===== config.mk =====
export PLATFORM = sky130hd
export DESIGN_NAME = fetch_seq
export DESIGN_NICKNAME = d
export VERILOG_FILES = /design/src/rtl/fetch_seq.sv
export SDC_FILE = /design/constraint.sdc
export NUM_CORES = 1
export LEC_CHECK = 0
export BUFFER_PORTS_ARGS = -buffer_cell sky130_fd_sc_hd__buf_2
export CAP_MARGIN = 30
export CORE_UTILIZATION = 50
export CTS_CLUSTER_DIAMETER = 120
export DETAILED_ROUTE_END_ITERATION = 10
export PLACE_DENSITY_LB_ADDON = 0.1
export SETUP_SLACK_MARGIN = 0.05
export SLEW_MARGIN = 20
export SYNTH_ARGS = -nofsm -noshare
export SYNTH_HDL_FRONTEND = slang
export SYNTH_SLANG_ARGS = --single-unit
export TNS_END_PERCENT = 10

===== constraint.sdc =====
create_clock -name clk -period 2.3 [get_ports clk]
set_input_delay 0.23 -clock clk [delete_from_list [all_inputs] [get_ports clk]]
set_output_delay 0.23 -clock clk [all_outputs]
set_load 0.02 [all_outputs]

===== src/rtl/fetch_seq.sv =====
// Instruction-fetch sequencer: latches the PC into MAR, reads memory into IR,
// then steps the PC and hands the instruction to execute.
module fetch_seq #(
  parameter int          AW     = 8,
  parameter int          DW     = 8,
  parameter logic [3:0]  HLT_OP = 4'hF
) (
  input  logic          clk,
  input  logic          clr,
  input  logic [AW-1:0] bus_in,
  output logic          pc_oen,
  output logic          pc_inc,
  output logic          load_pc,
  output logic [AW-1:0] mar_out,
  output logic          mem_rd,
  input  logic [DW-1:0] mem_data,
  input  logic          mem_ready,
  output logic [DW-1:0] ir_out,
  output logic          ir_valid,
  input  logic          exec_done,
  input  logic          jump_req,
  output logic          halted,
  output logic [7:0]    instr_count
);

  // One-hot so every strobe is a single state flop.
  typedef enum logic [5:0] {
    T_ADDR = 6'b000001,
    T_READ = 6'b000010,
    T_INC  = 6'b000100,
    T_EXEC = 6'b001000,
    T_JUMP = 6'b010000,
    HALT   = 6'b100000
  } state_e;

  state_e        state_q, state_d;
  logic [AW-1:0] mar_q, mar_d;
  logic [DW-1:0] ir_q, ir_d;
  logic [7:0]    cnt_q, cnt_d;

  always_comb begin
    state_d = state_q;
    mar_d   = mar_q;
    ir_d    = ir_q;
    cnt_d   = cnt_q;
    case (state_q)
      T_ADDR: begin
        mar_d   = bus_in;
        state_d = T_READ;
      end
      T_READ: begin
        if (mem_ready) begin
          ir_d    = mem_data;
          state_d = T_INC;
        end
      end
      T_INC: begin
        cnt_d   = cnt_q + 8'd1;
        state_d = (ir_q[DW-1:DW-4] == HLT_OP) ? HALT : T_EXEC;
      end
      T_EXEC: begin
        if (exec_done)
          state_d = jump_req ? T_JUMP : T_ADDR;
      end
      T_JUMP:  state_d = T_ADDR;
      HALT:    state_d = HALT;
      default: state_d = T_ADDR;
    endcase
  end

  always_ff @(posedge clk) begin
    if (!clr) begin
      state_q <= T_ADDR;
      mar_q   <= '0;
      ir_q    <= '0;
      cnt_q   <= '0;
    end else begin
      state_q <= state_d;
      mar_q   <= mar_d;
      ir_q    <= ir_d;
      cnt_q   <= cnt_d;
    end
  end

  // The PC driver stays off the bus while reset is held.
  assign pc_oen      = (state_q == T_ADDR) & clr;
  assign mem_rd      = (state_q == T_READ);
  assign pc_inc      = (state_q == T_INC);
  assign ir_valid    = (state_q == T_EXEC);
  assign load_pc     = (state_q == T_JUMP);
  assign halted      = (state_q == HALT);
  assign mar_out     = mar_q;
  assign ir_out      = ir_q;
  assign instr_count = cnt_q;

endmodule


After elaboration in Yosys (flattened, before gate mapping)
Cells that the tools add are included.
W data, S select, Z words.
- input port bits: 21
- logic and storage cells: 22
- output and inout port bits: 30
- register bits after elaboration: 30
- multiplexer cells: 5
- $add $sub $neg: 1
- reduce and logical (&&, ||, !) cells: 2
- eq/ne operators: 9
- bitwise gates (word level): 1
- operators with widths (operator ; number):
    $pmux W6 S5 ; 1
    $mux W6 ; 3
    $add A8 B1 Y8 const B ; 1
    $eq A6 B1 Y1 const B ; 1
    $eq A6 B2 Y1 const B ; 1
    $eq A6 B3 Y1 const B ; 1
    $eq A6 B4 Y1 const B ; 1
    $eq A6 B5 Y1 const B ; 1
    $eq A6 B6 Y1 const B ; 1
    $mux W5 ; 1
    $eq A4 B4 Y1 const B ; 1
    $ne A2 B1 Y1 const B ; 2
    $reduce_and A2 Y1 ; 2
    $and A1 B1 Y1 ; 1

Depth between registers and ports, before layout
- word-level depth: 3
- mapped depth: 5
- mapped depth without buffers: 5

Worst setup path before layout
No wires, ideal clock.
- path kind: register to register
- from: register state_q[5]
- to: register state_q[0]
- setup time: 79 ps
- stages on the path, launching flop included: 6
- data required time: 2221 ps
- path buffers: 1
- data arrival time: 1338 ps
- clock period less this slack: 1417 ps
- slack: 883 ps
- cell sequence: dfxtp_1 nor4_2 buf_4 and3b_1 a21oi_1 o211ai_1
- longest elaborated chain between the ends: 3
- elaborated cells on any way between the ends: 9
- classes of those cells: eq/ne (7); mux (1); reduce/logical (1)
- ends and longest elaborated chain (element ; line ; text):
    start: declaration ; 36 ; state_e state_q, state_d;
    start signal: assignment ; 78 ; state_q <= state_d;
    $eq A6 B4 Y1 * ; n/a ;
    named net ir_valid ; 19 ; output logic ir_valid,
    $ne A2 B1 Y1 (no line) ; n/a ;
    $reduce_and A2 Y1 (no line) ; n/a ;
The timed path passes the listed nets; every way through them passes the cells marked *.
A chain may end at the register's enable or synchronous reset.

Final worst setup path
- from: register state_q[2]
- to: output pc_oen
- longest elaborated chain between the ends: 2
- ends and longest elaborated chain (element ; line ; text):
    $eq A6 B1 Y1 ; 86 ; assign pc_oen = (state_q == T_ADDR) & clr;
    $and A1 B1 Y1 ; 86 ;
    end: declaration ; 11 ; output logic pc_oen,
No other way between the ends.

==> qor.yml <==
syn2layout_area_growth_pct: 25.9
crit_fanout: 10
cp-end-kind: "primary output"
r2r_slack_ps: 610
rows: 17
num_vias: 1149
layout.nets: 211
skew_ps: 11.2
fin_ws_ps: 482
drv_slew: 0
r2r-start: "state_q[1]$_SDFFE_PN0P_"
finalHoldViolCount: 0
finalSetupViolations: 0
ys_ff_latch: 30
die_w_um: 52.3
cts_sinks: 30
grt_use_total: 0.234
power_density_mw_per_mm2: 663
async_reset_ff_frac: 0
top_level_ports: 51
cts_setup_buffers: 0
hold_start: "bus_in[6]"
grt_pass1_vias: 1044
hold_buffers: 0
place_area_mm2: 0.00155
cts_root_buf: "clkbuf_4"
netlist_area_mm2: 0.00126
relSlewSlack: 0.620
synth_top_area_share: 0.475
netlist_instances: 134
synth_enable_flop_cells: 0
final_util: 0.693
wl_met1_mm: 1.21
grt_overflow: 0
hold_class: "primary input to register"
yosys_warnings: 0
first_pass_iters: 4
worst_ep_required_time_ps: 2070
synthTopCellsByArea: "dfxtp_1, mux2i_1, nor2_1, xor2_1, and3_1"
dr.max_layer_used: "met4"
crit_type: "register to primary output"
cp-start-kind: "register"
cts-resized-gates: 0
antenna_found_initial: 0
drive_above_1_share: 0.328
ir_drop_uv: 525
grt_max_degree: 16
placed_cells: 210
die_y_um: 52.3
timing.final.crit_share: 0.791
htree_levels: 2
syn-num-nets: 156
pre_cts_ws_ps: 611
worstMarginPinSlew_ps: 568
r2r_end: "ir_out[3]$_SDFFE_PN0P_"
drc_errors: 0
crit_end: "pc_oen"
ant_nets: 0
cts_tree: "done"
cts.path.max_buffers: 2
rr_worst_depth: 4
wl_per_cell_um: 13.0
layout.cells.non_filler: 217
grt_pass1_wl_mm: 4.51
vias_per_cell: 5.29
finalWeightedCongestion: 0.865
fin_crit_ps: 1820
avgSynthCellArea_um2: 9.44
io_buffers: 50
rsz0062_at_grt: "false"
ys.flop_type: "dfxtp_1"
drv_cap: 0
antenna_cells: 0
clk_latency_ps: 320
die_area_mm2: 0.00274
cts_buffers: 5
status: "finished clean"
start_util: 0.551
core_mm2: 0.00230
startpoint: "state_q[2]$_SDFFE_PN0P_"
wl_mm: 2.82
drt_iter0_drc: 14
path_clk_slew_ps: 90
leakagePower_nw: 0.862
yosysSeqAreaShare: 0.475
yosysUniqueCellTypes: 34
totalPowerFinal_mw: 1.06
fin_tns_setup_ps: 0
hold_ws_ps: 142
wl_met3_um: 153
fin_area_mm2: 0.00159
wl_met2_mm: 1.41
arrival_ps: 1590
fmax_mhz: 550
yosysTopAreaCell: "dfxtp_1"
place_hpwl_mm: 2.13
final cells by class:
| cell class | count | area, um2 |
|---|---|---|
| Timing Repair Buffer | 53 | 273 |
| Sequential cell | 30 | 601 |
| Clock buffer | 7 | 45.0 |
| Fill cell | 194 | 704 |
| Multi-Input combinational cell | 96 | 628 |
| Inverter | 3 | 11.3 |
| Tap cell | 28 | 35.0 |
worst max-delay path, cell delays in order (launching register included):
cell,delay (ps)
dfxtp_1,370
nor2_1,260
nand4b_1,140
buf_4,210
nor2_1,90
buf_2,180
layout by cell type, fill, tap and decap left out, drive strengths merged:
master  count
inv         2
nand4b      2
or3         1
and3        4
a21bo       1
a221oi      1
nor2       27
and4        1
buf        53
o21ai       3
xnor2       2
nor4        1
and4b       1
ha          1
o211ai      1
and2        3
xor2        5
and3b       1
or3b        1
nor2b       3
o211a       1
nor3        1
a21oi       4
nor3b       1
nand3       5
nand2       5
clkinv      1
clkbuf      7
dfxtp      30
mux2i      16
nand4       4
synth_stat cells (2+ instances only):
| library cell | n |
|---|---|
| nor2b_1 | 3 |
| nand2_1 | 4 |
| nand3_1 | 5 |
| buf_2 | 2 |
| dfxtp_1 | 30 |
| nor2_1 | 27 |
| xnor2_1 | 2 |
| xor2_1 | 5 |
| and2_1 | 2 |
| mux2i_1 | 16 |
| inv_1 | 2 |
| nand4b_1 | 2 |
| nand4_1 | 4 |
| clkbuf_1 | 2 |
| and3_1 | 4 |
| a21oi_1 | 4 |
| o21ai_0 | 3 |
power by group:
| part | internal [mW] | total, mW | switching [mW] |
|---|---|---|---|
| clock network | 0.115 | 0.282 | 0.167 |
| registers | 0.547 | 0.567 | 0.0200 |
| logic | 0.0892 | 0.207 | 0.118 |
how the worst min path moves through the flow:
stage	end	slack, ps	cells after the start
after floorplan	state_q[0]$_SDFFE_PN1P_	320	1
after global placement	ir_out[5]$_SDFFE_PN0P_	460	3
after detailed placement	ir_out[0]$_SDFFE_PN0P_	470	3
after CTS	ir_out[5]$_SDFFE_PN0P_	130	3
after global routing	ir_out[0]$_SDFFE_PN0P_	130	3
final	mar_out[6]$_SDFFE_PN0P_	140	3
sequential cells by signal, indices dropped and copies added, names as in the netlist:
name         cells
mar_out          8
state_q          6
instr_count      8
ir_out           8
logic make-up (layout without fill, tap and decap cells):
kind of cell             after synthesis  in the layout  share of synthesized area
AND/OR/NAND/NOR                       61             61                      0.255
flip-flops                            30             30                      0.475
multiplexers                          16             16                      0.127
AO/OA/AOI/OAI                         11             11                     0.0564
buffers and inverters                  8             63                     0.0287
XOR/XNOR                               7              7                     0.0485
adder cells (fa/ha/maj)                1              1                    0.00989
routing by layer:
metal  track usage  vias up
met5             0        -
met4         0.132        0
met3        0.0928        6
met2         0.380       38
met1         0.257      535
li1              -      570
Note: power is estimated with default switching activity, not from simulation.
